===== config.mk =====
export PLATFORM = sky130hd
export DESIGN_NAME = instr_sequencer
export DESIGN_NICKNAME = d
export VERILOG_FILES = /design/src/rtl/instr_sequencer.sv
export SDC_FILE = /design/constraint.sdc
export NUM_CORES = 1
export LEC_CHECK = 0
export ABC_AREA = 0
export BUFFER_PORTS_ARGS = -buffer_cell sky130_fd_sc_hd__buf_2
export CAP_MARGIN = 20
export CORE_MARGIN = 2
export CORE_UTILIZATION = 54
export DETAILED_ROUTE_END_ITERATION = 10
export GPL_TIMING_DRIVEN = 0
export PLACE_DENSITY = 0.85
export SLEW_MARGIN = 20
export SYNTH_ARGS = -nofsm -noshare
export SYNTH_HDL_FRONTEND = slang
export SYNTH_SLANG_ARGS = --single-unit

===== constraint.sdc =====
create_clock -name clk -period 11 [get_ports clk]
set_clock_uncertainty 0.1 [all_clocks]
set_input_delay 1.1 -clock clk [delete_from_list [all_inputs] [get_ports clk]]
set_output_delay 1.1 -clock clk [all_outputs]
set_load 0.01 [all_outputs]

===== src/rtl/instr_sequencer.sv =====
// instr_sequencer: UM-32 execution controller.
// Fetches instruction words from array 0, latches them for the decoder,
// dispatches each one to its operator FSM and tracks the program counter.
// Optional feature macro: SEQ_WATCHDOG_EN (bounds the WAIT state to
// WDOG_CYCLES cycles, then faults).
// fetch_mem_in layout (mem_in_bus_t, 98 bits):
//   [97:96] mode, [95:64] array address, [63:32] offset, [31:0] data.
module instr_sequencer #(
    parameter int WDOG_CYCLES = 1024
) (
    input  logic        clk,
    input  logic        reset,
    input  logic        start,
    input  logic [31:0] mem_out,
    output logic [97:0] fetch_mem_in,
    output logic        fetch_en,
    output logic [31:0] instr_word,
    output logic [13:0] fsm_reset,
    output logic [13:0] fsm_enable,
    input  logic [13:0] fsm_finished,
    input  logic        pc_load,
    input  logic [31:0] pc_load_value,
    output logic [31:0] pc,
    output logic        busy,
    output logic        halted,
    output logic        fault
);

    typedef enum logic [2:0] {
        S_IDLE     = 3'd0,
        S_FETCH    = 3'd1,
        S_LATCH    = 3'd2,
        S_DISPATCH = 3'd3,
        S_WAIT     = 3'd4,
        S_RELEASE  = 3'd5,
        S_HALT     = 3'd6,
        S_FAULT    = 3'd7
    } state_t;

    localparam logic [3:0]  OP_HALT       = 4'd7;
    localparam logic [3:0]  OP_LAST_LEGAL = 4'd13;
    localparam logic [13:0] ALL_RESET     = 14'h3FFF;
    localparam logic [1:0]  MODE_READ     = 2'b00;

    state_t      state_r;
    logic        cap_valid_r;
    logic [31:0] cap_value_r;

`ifdef SEQ_WATCHDOG_EN
    localparam logic [31:0] WDOG_LAST = 32'(WDOG_CYCLES - 1);
    logic [31:0] wdog_r;
`endif

    logic [3:0]  new_op_s;
    logic [13:0] new_onehot_s;
    logic        op_finished_s;
    logic [31:0] next_pc_s;

    // Decode the incoming word and derive the per-instruction helper values.
    always_comb begin
        new_op_s     = mem_out[31:28];
        new_onehot_s = 14'd0;
        if (new_op_s <= OP_LAST_LEGAL) begin
            new_onehot_s = 14'd1 << new_op_s;
        end else begin
            new_onehot_s = 14'd0;
        end
        // fsm_enable is one-hot on the active opcode during WAIT, so this
        // masks out every finished bit except the dispatched operator's.
        op_finished_s = |(fsm_finished & fsm_enable);
        if (cap_valid_r) begin
            next_pc_s = cap_value_r;
        end else begin
            next_pc_s = pc;
        end
    end

    // Sequencer FSM; every output is a register updated on state entry.
    always_ff @(posedge clk or posedge reset) begin
        if (reset) begin
            state_r      <= S_IDLE;
            pc           <= 32'd0;
            instr_word   <= 32'd0;
            fsm_reset    <= ALL_RESET;
            fsm_enable   <= 14'd0;
            fetch_en     <= 1'b0;
            fetch_mem_in <= 98'd0;
            busy         <= 1'b0;
            halted       <= 1'b0;
            fault        <= 1'b0;
            cap_valid_r  <= 1'b0;
            cap_value_r  <= 32'd0;
`ifdef SEQ_WATCHDOG_EN
            wdog_r       <= 32'd0;
`endif
        end else begin
            case (state_r)
                S_IDLE: begin
                    if (start) begin
                        state_r      <= S_FETCH;
                        pc           <= 32'd0;
                        busy         <= 1'b1;
                        fetch_en     <= 1'b1;
                        fetch_mem_in <= {MODE_READ, 32'h0, 32'h0, 32'h0};
                    end else begin
                        state_r <= S_IDLE;
                    end
                end
                S_FETCH: begin
                    // Read data appears one cycle after the request.
                    state_r      <= S_LATCH;
                    fetch_en     <= 1'b0;
                    fetch_mem_in <= 98'd0;
                end
                S_LATCH: begin
                    instr_word <= mem_out;
                    pc         <= pc + 32'd1;
                    if (new_op_s == OP_HALT) begin
                        state_r <= S_HALT;
                        halted  <= 1'b1;
                        busy    <= 1'b0;
                    end else if (new_op_s > OP_LAST_LEGAL) begin
                        state_r <= S_FAULT;
                        fault   <= 1'b1;
                        busy    <= 1'b0;
                    end else begin
                        state_r     <= S_DISPATCH;
                        fsm_reset   <= ~new_onehot_s;
                        fsm_enable  <= new_onehot_s;
                        cap_valid_r <= 1'b0;
                    end
                end
                S_DISPATCH: begin
                    state_r <= S_WAIT;
`ifdef SEQ_WATCHDOG_EN
                    wdog_r  <= 32'd0;
`endif
                end
                S_WAIT: begin
                    // Last pc_load seen in WAIT wins, including the finishing cycle.
                    if (pc_load) begin
                        cap_valid_r <= 1'b1;
                        cap_value_r <= pc_load_value;
                    end else begin
                        cap_valid_r <= cap_valid_r;
                    end
                    if (op_finished_s) begin
                        state_r    <= S_RELEASE;
                        fsm_reset  <= ALL_RESET;
                        fsm_enable <= 14'd0;
                    end else begin
`ifdef SEQ_WATCHDOG_EN
                        if (wdog_r >= WDOG_LAST) begin
                            state_r    <= S_FAULT;
                            fsm_reset  <= ALL_RESET;
                            fsm_enable <= 14'd0;
                            fault      <= 1'b1;
                            busy       <= 1'b0;
                        end else begin
                            wdog_r <= wdog_r + 32'd1;
                        end
`else
                        state_r <= S_WAIT;
`endif
                    end
                end
                S_RELEASE: begin
                    state_r      <= S_FETCH;
                    pc           <= next_pc_s;
                    fetch_en     <= 1'b1;
                    fetch_mem_in <= {MODE_READ, 32'h0, next_pc_s, 32'h0};
                end
                S_HALT: begin
                    state_r    <= S_HALT;
                    fsm_reset  <= ALL_RESET;
                    fsm_enable <= 14'd0;
                    fetch_en   <= 1'b0;
                    busy       <= 1'b0;
                    halted     <= 1'b1;
                end
                S_FAULT: begin
                    state_r    <= S_FAULT;
                    fsm_reset  <= ALL_RESET;
                    fsm_enable <= 14'd0;
                    fetch_en   <= 1'b0;
                    busy       <= 1'b0;
                    fault      <= 1'b1;
                end
                default: begin
                    // Unreachable encoding: park safely in FAULT.
                    state_r      <= S_FAULT;
                    fsm_reset    <= ALL_RESET;
                    fsm_enable   <= 14'd0;
                    fetch_en     <= 1'b0;
                    fetch_mem_in <= 98'd0;
                    busy         <= 1'b0;
                    fault        <= 1'b1;
                end
            endcase
        end
    end

endmodule


==> impl_metrics.tcl, run 1 <==
set metrics [dict create \
    routabilityCongestion 0.877 \
    first_pass_iters 6 \
    rsz0062_at_grt "false" \
    hold_path_depth 2 \
    postCtsHoldBufs 0 \
    grt_pass1_vias 6737 \
    whs_endpoint "fsm_reset[8]" \
    cpPeakStageDelay_ns 0.63 \
    cts-htree-levels 4 \
    synth.top_cells.by_area "dfrtp_1 (47%), nand2_1 (7.1%), buf_4 (6.8%)" \
    ys_seq_area_frac 0.517 \
    synth_cell_types 64 \
    drv_slew 0 \
    die_h_microns 126 \
    initialDrtViolationCount 573 \
    path_max_fanout 10 \
    finalHoldViolCount 0 \
    syn2layout_area_growth_pct 27.3 \
    cts_made_buffers 17 \
    p_switching_uw 1100 \
    wl_microns 22400 \
    synthArstFlopShare 1.00 \
    track_usage 0.285 \
    power.total_uw 2770 \
    root_buffer "clkbuf_16" \
    grt_max_degree 88 \
    cts_num_sinks 164 \
    dp_hpwl_microns 16100 \
    hp-class "reg2reg" \
    worst_pin_slew_ns 0.873 \
    wl_met3_microns 2170 \
    core_area_sq_um 14500 \
    seq_power_share 0.374 \
    fmax_mhz 405 \
    criticalPathCategory "reg2reg" \
    pwr-share-comb 0.398 \
    fin_crit_sh 0.225 \
    setup_viol 0 \
    met2WireLength_microns 10800 \
    wl_per_cell_microns 17.7 \
    slew_headroom 0.412 \
    r2r-end "pc[25]" \
    vias 6943 \
    num_rows 44 \
    layout-drive-gt1-share 0.355 \
    finalSetupTns_ns 0 \
    grt_antenna_before_repair 0 \
    fin_nets 1153 \
    overflow 0 \
    drv_cap 0 \
    r2r_slack_ns 8.53 \
    synth-main-ff-cell "dfrtp_1" \
    yosysMostFrequentCell "nand2_1" \
    post_cts_buffers 0 \
    grt_pass1_wl_microns 35100 \
    power_density_nw_per_um2 273 \
    synth_edf_count 0 \
    synthesis.area_sq_um 7980 \
    p_leak_uw 0.00537 \
    synth-seq-cells 164 \
    synth.avg_cell_area_sq_um 10.3 \
    yosysTopAreaCellShare 0.471 \
    vias_per_cell 5.48 \
    hp-start "fsm_reset[8]" \
    die_w_microns 126 \
    start_kind "flip-flop" \
    status "finished clean" \
    wl_met1_microns 8820 \
    postRouteAntennaNets 0 \
    p_sw_frac 0.398 \
    irDropWorstVdd_uv 133 \
    topRoutingLayerUsed "met4" \
    cpMaxStageDelayCell "buf_1" \
    cts.repair.resized 0 \
    clk_pin_slew_ns 0.07 \
    cts_tree "yes" \
    synthCells 777 \
    arrival_ns 2.65 \
    drcViolationCount 0 \
    period_needed_ns 2.47 \
    reg2regPathDepth 6 \
    clk_path_buf_depth 2 \
    clock_latency_ns 0.43 \
    p_clk_frac 0.228 \
    p_int_uw 1670 \
    die_area_sq_um 15800 \
    portBuffers 208 \
    ios 276 \
    yosysWarnings 0 \
    synth_top_cell_by_area "dfrtp_1" \
    ys_top_cells_by_count "nand2_1 (151), dfrtp_1 (150), buf_4 (72)" \
    initial_core_util 0.551 \
    n_antenna_cell 0 \
    rr_startpoint "state_r[0]" \
    crit_required_ns 11.18 \
    path_cells "buf_2 > nor2_1 > nand2_1 > clkbuf_1 > buf_1 > o22ai_1" \
    endpoint_kind "flip-flop" \
]
==> worst max path at each step <==
| stage | end | startpoint | slack, ns | cells past startpoint |
|---|---|---|---|---|
| after floorplan | busy | reset | 5.39 | 1 |
| after global placement | instr_word[11] | reset | 3.61 | 2 |
| after detailed placement | fsm_enable[13] | fsm_finished[1] | 8.12 | 7 |
| after CTS | pc[25] | state_r[0] | 8.55 | 6 |
| after global routing | pc[25] | state_r[0] | 8.39 | 6 |
| final | pc[25] | state_r[0] | 8.53 | 6 |
==> critical path, delay by kind of cell, from the launching register on <==
family	cells	cell delay (ns)
and+or+nand+nor	2	0.28
buffers and inverters	3	1.41
AOI/OAI and AO/OA	1	0.14
DFF	1	0.38
==> cell usage in the layout, fill, tap and decap left out, types with 6 or more instances in the layout <==
cell	instances
clkbuf_16	17
nor2_1	32
o22ai_1	7
o2bb2ai_1	6
inv_1	6
clkbuf_1	21
a21oi_1	13
a22oi_1	15
buf_2	220
nor3_1	8
nand3_1	11
buf_4	72
mux2_2	33
o211ai_1	6
dfrtp_1	150
nand2_1	151
a31oi_1	7
dfstp_2	14
mux2i_1	35
and3_1	8
a21o_1	9
conb_1	66
nand4_1	8
o21ai_0	55
==> routing by layer <==
layer,GRT usage,vias up
met3,0.0924,53
met5,0,-
met2,0.461,382
li1,-,3178
met1,0.360,3330
met4,0.103,0
==> metrics by stage <==
step	instances	worst slack (ns)	instance area, sq um	util	hold slack, ns
floorplan	842	5.39	8220	-	0.367
global placement	1234	3.61	9490	0.655	0.340
detailed placement	1235	8.12	9530	0.658	0.352
CTS	1267	8.55	10200	0.701	0.362
global route	1267	8.39	10200	0.701	0.383
finish	1267	8.53	10200	0.701	0.359
==> power groups by stage <==
stage,sequential (uW),combinational (uW),clock (uW)
2_1_floorplan,1080,624,0
3_3_place_gp,1030,1050,0
3_5_place_dp,1040,1090,0
4_1_cts,1030,1100,636
5_1_grt,1070,1200,670
6_report,1040,1100,631
==> sequential cells by signal (all words and copies together), names as in the netlist, 3 cells and up <==
signal / flops
cap_value_r: 32
state_r: 3
pc: 32
fsm_enable: 14
fetch_mem_in: 32
fsm_reset: 14
instr_word: 32
==> kinds of logic after synthesis <==
logic type               count (synthesis)  share of synthesized area
buffers and inverters                  116                     0.0907
multiplexers                            68                     0.0905
flip-flops                             164                      0.517
other                                    1                   0.000470
AO/OA/AOI/OAI                          159                      0.132
adder cells (fa/ha/maj)                  1                    0.00157
AND/OR/NAND/NOR                        259                      0.158
XOR/XNOR                                 9                    0.00988
==> layout make-up <==
cell class,instances,area (sq um)
fill,1116,4330
inverter,8,37.5
tap,184,230
timing repair buffer,209,1070
buffer,108,693
sequential,164,4120
clock inverter,12,179
multi-input combinational,562,3370
clock buffer,20,447
Power figures use the tool's default switching activity.
==> run 2: changes to the inputs <==
--- a/config.mk
+++ b/config.mk
@@ -9,10 +9,10 @@
 export BUFFER_PORTS_ARGS = -buffer_cell sky130_fd_sc_hd__buf_2
 export CAP_MARGIN = 20
 export CORE_MARGIN = 2
-export CORE_UTILIZATION = 54
+export CORE_UTILIZATION = 51
 export DETAILED_ROUTE_END_ITERATION = 10
 export GPL_TIMING_DRIVEN = 0
-export PLACE_DENSITY = 0.85
+export PLACE_DENSITY = 0.81
 export SLEW_MARGIN = 20
 export SYNTH_ARGS = -nofsm -noshare
 export SYNTH_HDL_FRONTEND = slang
==> constraint.sdc (replaced) <==
create_clock -name clk -period 2.3 [get_ports clk]
set_clock_uncertainty 0.1 [all_clocks]
set_input_delay 0.23 -clock clk [delete_from_list [all_inputs] [get_ports clk]]
set_output_delay 0.23 -clock clk [all_outputs]
set_load 0.01 [all_outputs]
==> run 2 against run 1 <==
- sequential power grew to 4.8 times the previous value
- first-iteration DRC count is 4.2% lower
- critical path depth stayed put
- fmax is 14% higher
- via count is 3.8% higher
- clock-buffer cell count is 1 higher
- die area is 5.7% higher
- global-route usage is 1.4 points higher
- critical path type unchanged
- largest power group unchanged
==> impl_metrics.tcl, run 2 (synthesis results as in run 1) <==
set metrics [dict create \
    fin_cells 1362 \
    endpoint_kind "flip-flop" \
    setup_viol 0 \
    crit_family "simple AND/OR/NAND/NOR gates" \
    num_rows 45 \
    root_buffer "clkbuf_16" \
    grt_pass1_vias 7228 \
    postRouteAntennaNets 0 \
    fin_area_sq_um 10900 \
    criticalPathCategory "reg2reg" \
    power.total_uw 13200 \
    core_area_sq_um 15300 \
    track_usage 0.299 \
    routabilityCongestion 0.845 \
    p_leak_uw 0.00566 \
    path_max_fanout 7 \
    cts_num_sinks 164 \
    grt_pass1_wl_microns 38100 \
    r2r_slack_ns 0.14 \
    die_h_microns 129 \
    layout_common_cells "buf_2 (220), nand2_1 (151), dfrtp_1 (150)" \
    worst-path-buf-inv 0 \
    fin_util 0.712 \
    post_cts_buffers 0 \
    cts_made_buffers 17 \
    slew_headroom 0.310 \
    vias_per_cell 5.29 \
    drcViolationCount 0 \
    rsz0062_at_grt "false" \
    cts-htree-levels 4 \
    finalHoldViolCount 0 \
    power_density_nw_per_um2 1220 \
    first_pass_iters 5 \
    path_cells "ha_1 > nand2_1 > nor4_4 > and2_4 > o21ai_1 > a221o_1" \
    initial_core_util 0.523 \
    clock_latency_ns 0.43 \
    clk_pin_slew_ns 0.06 \
    grt_antenna_before_repair 0 \
    fmax_mhz 462 \
    nFillCells 1128 \
    period_needed_ns 2.16 \
    die_area_sq_um 16700 \
    overflow 0 \
    grt_max_degree 35 \
    cpPeakStageDelay_ns 0.47 \
    crit_required_ns 2.51 \
    initialDrtViolationCount 549 \
    cpMaxStageDelayCell "dfrtp_1" \
    die_w_microns 129 \
    irDropWorstVdd_uv 669 \
    drv_cap 0 \
    fin_nets 1220 \
    status "finished clean" \
    ios 276 \
    cts_tree "yes" \
    arrival_ns 2.37 \
    worst_pin_slew_ns 1.02 \
    dp_hpwl_microns 16500 \
    wl_per_cell_microns 17.8 \
    portBuffers 208 \
    vias 7210 \
    clk_path_buf_depth 2 \
    layout_commonest_cell "buf_2" \
    wl_microns 24300 \
    syn2layout_area_growth_pct 36.3 \
    dp.cells 1266 \
    fin_crit_sh 0.941 \
    layout-drive-gt1-share 0.348 \
    start_kind "flip-flop" \
    placed_area_sq_um 9630 \
    hp-class "in2reg" \
    drv_slew 0 \
]
run 2: layer usage:
layer	global-route usage	vias up	share of wire
li1	-	3325	-
met1	0.380	3491	0.41
met2	0.498	351	0.49
met3	0.0780	43	0.080
met4	0.108	0	0.021
met5	0	-	0
run 2: tightest hold or removal path, cell delays in order:
cell,delay [ns]
clkbuf_2,0.15
nand2_1,0.08
nand2_1,0.05
run 2: metrics by stage:
stage / setup slack, ns / hold WS [ns] / TNS (ns)
after global placement: -1.13 / 0.319 / -173.45
after floorplan: -0.103 / 0.235 / -15.50
after detailed placement: -0.178 / 0.0398 / -1.52
after global routing: 0.0196 / 0.0594 / 0
final: 0.136 / 0.0223 / 0
after CTS: 0.0451 / 0.00229 / 0
run 2: area by class of cell:
type / count / area, sq um / area share
timing repair buffer: 276 / 1770 / 0.163
inverter: 8 / 33.8 / 0.00311
antenna: 1 / 2.50 / 0.000230
tap: 211 / 264 / 0.0243
clock inverter: 11 / 129 / 0.0119
multi-input combinational: 562 / 3390 / 0.312
sequential: 164 / 4120 / 0.379
clock buffer: 21 / 450 / 0.0414
buffer: 108 / 704 / 0.0648
run 2: path summary, 6_finish.rpt:
check                           depth (start not counted)                to   startpoint
worst max register to register                          6            pc[24]        pc[0]
min in group asynchronous                               3  fetch_mem_in[46]        reset
worst min-delay path                                    3    instr_word[30]  mem_out[30]
worst max-delay path                                    6            pc[24]        pc[0]
worst min register to register                          1             fault        fault
max in group asynchronous                               5     fsm_reset[11]        reset
run 2: repair_timing:
item,CTS,global route
gates resized for setup,2,16
pin swaps,0,2
hold buffers,63,0
hold endpoints to repair,124,0
setup endpoints to repair,16,83
run 2: where the power goes:
part           leakage, uW  switching [uW]  internal (uW)  total [uW]
logic              0.00333            3240           2200        5440
registers          0.00205             970           4030        5000
clock network     0.000278            1170           1630        2810
total              0.00566            5380           7860       13200
==> run 3: changes to the inputs <==
--- a/config.mk
+++ b/config.mk
@@ -8,11 +8,13 @@
 export ABC_AREA = 0
 export BUFFER_PORTS_ARGS = -buffer_cell sky130_fd_sc_hd__buf_2
 export CAP_MARGIN = 20
+export CELL_PAD_IN_SITES_DETAIL_PLACEMENT = 2
+export CELL_PAD_IN_SITES_GLOBAL_PLACEMENT = 2
 export CORE_MARGIN = 2
-export CORE_UTILIZATION = 51
+export CORE_UTILIZATION = 30
 export DETAILED_ROUTE_END_ITERATION = 10
 export GPL_TIMING_DRIVEN = 0
-export PLACE_DENSITY = 0.81
+export PLACE_DENSITY_LB_ADDON = 0.1
 export SLEW_MARGIN = 20
 export SYNTH_ARGS = -nofsm -noshare
 export SYNTH_HDL_FRONTEND = slang
==> constraint.sdc (replaced) <==
create_clock -name clk -period 2.3 [get_ports clk]
set_clock_uncertainty 0.1 [all_clocks]
set_input_delay 0.23 -clock clk [delete_from_list [all_inputs] [get_ports clk]]
set_output_delay 0.23 -clock clk [all_outputs]
set_load 0.02 [all_outputs]
==> run 3 against run 2 <==
- non-clock buffer count up 2
- sequential share of layout area fell by 0.75 points
- total power increased by 7.3%
- worst setup slack better by 0.0086 ns
- largest cell class unchanged
- largest power group unchanged
==> impl_metrics.tcl, run 3 (synthesis results as in run 1) <==
set metrics [dict create \
    hold_ws_ns 0.0205 \
    crit_family "buffers and inverters" \
    period_needed_ns 2.16 \
    cpMaxStageDelayCell "clkbuf_2" \
    routabilityCongestion 0.751 \
    r2r-end "pc[12]" \
    clk_path_buf_depth 2 \
    p_leak_uw 0.00570 \
    arrival_ns 2.36 \
    cts-htree-levels 4 \
    regArea_sq_um 4120 \
    clk_pin_slew_ns 0.08 \
    cp-startpoint "state_r[0]" \
    setup_viol 0 \
    fin_nets 1222 \
    cpPeakStageDelay_ns 0.42 \
    grt_max_degree 32 \
    die_w_microns 167 \
    drv_slew 0 \
    fin_crit_sh 0.937 \
    path_max_fanout 10 \
    clock_latency_ns 0.44 \
    drcViolationCount 0 \
    grt_pass1_vias 7746 \
    postRouteAntennaNets 0 \
    slew_headroom 0.417 \
    initial_core_util 0.306 \
    path_cells "buf_2 > nor2_1 > nand2_1 > clkbuf_2 > clkbuf_2 > o22ai_1" \
    layout_common_cells "buf_2 (217), nand2_1 (151), dfrtp_1 (150)" \
    endpoint_kind "flip-flop" \
    die_area_sq_um 27900 \
    vias_per_cell 4.76 \
    power.total_uw 14200 \
    worst_pin_slew_ns 0.875 \
    layout_commonest_cell "buf_2" \
    syn2layout_area_growth_pct 39.0 \
    overflow 0 \
    reg2regPathDepth 6 \
    track_usage 0.212 \
    start_kind "flip-flop" \
    wl_microns 29300 \
    rsz0062_at_grt "true" \
    criticalPathCategory "reg2reg" \
    ios 276 \
    dp_hpwl_microns 21300 \
    cts_num_sinks 164 \
    worst_path_most_repeated_cell "clkbuf_2" \
    first_pass_iters 5 \
    fmax_mhz 464 \
    crit_required_ns 2.50 \
    vias 7078 \
    worst-path-buf-inv 3 \
    drv_cap 0 \
    portBuffers 208 \
    die_h_microns 167 \
    status "finished clean" \
    root_buffer "clkbuf_16" \
    dpl_worst_slack_ns -0.353 \
    irDropWorstVdd_uv 491 \
    rr_startpoint "state_r[0]" \
    hp-class "in2reg" \
    grt_pass1_wl_microns 45900 \
    initialDrtViolationCount 250 \
    fin_ws_ns 0.145 \
    grt_antenna_before_repair 0 \
    num_rows 59 \
    cts_made_buffers 17 \
    path_depth 6 \
    wl_per_cell_microns 19.7 \
    finalHoldViolCount 0 \
    layout-drive-gt1-share 0.357 \
    worstSetupEndpoint "pc[12]" \
    cts_tree "yes" \
    nFillCells 2840 \
    n_antenna_cell 0 \
    multi_input_area_sq_um 3410 \
    power_density_nw_per_um2 1280 \
    r2r_slack_ns 0.14 \
    core_area_sq_um 26100 \
]
-- run 3: worst min-delay path by stage --
stage / end / cells past startpoint / slack, ns / startpoint
2_1_floorplan: instr_word[0] / 2 / 0.24 / mem_out[0]
3_3_place_gp: instr_word[2] / 3 / 0.32 / mem_out[2]
3_5_place_dp: fetch_mem_in[45] / 2 / 0.24 / reset
4_1_cts: instr_word[30] / 3 / 0.02 / mem_out[30]
5_1_grt: cap_valid_r / 3 / 0.05 / pc_load
6_report: instr_word[30] / 3 / 0.02 / mem_out[30]
-- run 3: per-layer routing --
| layer | global-route usage | vias up | part of all wire |
|---|---|---|---|
| met3 | 0.0532 | 12 | 0.061 |
| met4 | 0.0352 | 0 | 0.0054 |
| met2 | 0.364 | 180 | 0.50 |
| li1 | - | 3305 | - |
| met5 | 0 | - | 0 |
| met1 | 0.272 | 3581 | 0.43 |
-- run 3: repair_timing --
action                                  in CTS  in global routing
pin swaps                                    0                  2
buffers inserted                             0                  3
gates resized for setup                     10                 17
hold buffers                                62                  0
endpoints found under the setup margin      93                 67
hold endpoints to repair                    79                  0
-- run 3: layout make-up --
class,count,area share
plain buffers,107,0.0640
clock buffers,17,0.0384
clock inverters,15,0.0137
inverters,8,0.00305
multi-input cells,562,0.307
flip-flops and latches,164,0.372
well taps,335,0.0378
repair buffers,279,0.164
-- run 3: power breakdown --
part           internal [uW]  switching, uW
clock network           1450           1440
logic                   2240           4090
registers               4020            975
-- run 3: stage by stage --
stage / std cells / TNS [ns] / area [sq um] / util
2_1_floorplan: 842 / -15.50 / 8220 / -
3_3_place_gp: 1385 / -237.20 / 9680 / 0.372
3_5_place_dp: 1391 / -10.54 / 9820 / 0.377
4_1_cts: 1484 / 0 / 11000 / 0.423
5_1_grt: 1487 / -0.0242 / 11100 / 0.425
6_report: 1487 / 0 / 11100 / 0.425
-- run 3: worst reg2reg max path, cell delays in order, from the launching register on --
cell	delay [ns]
dfrtp_1	0.40
buf_2	0.23
nor2_1	0.10
nand2_1	0.22
clkbuf_2	0.37
clkbuf_2	0.43
o22ai_1	0.17
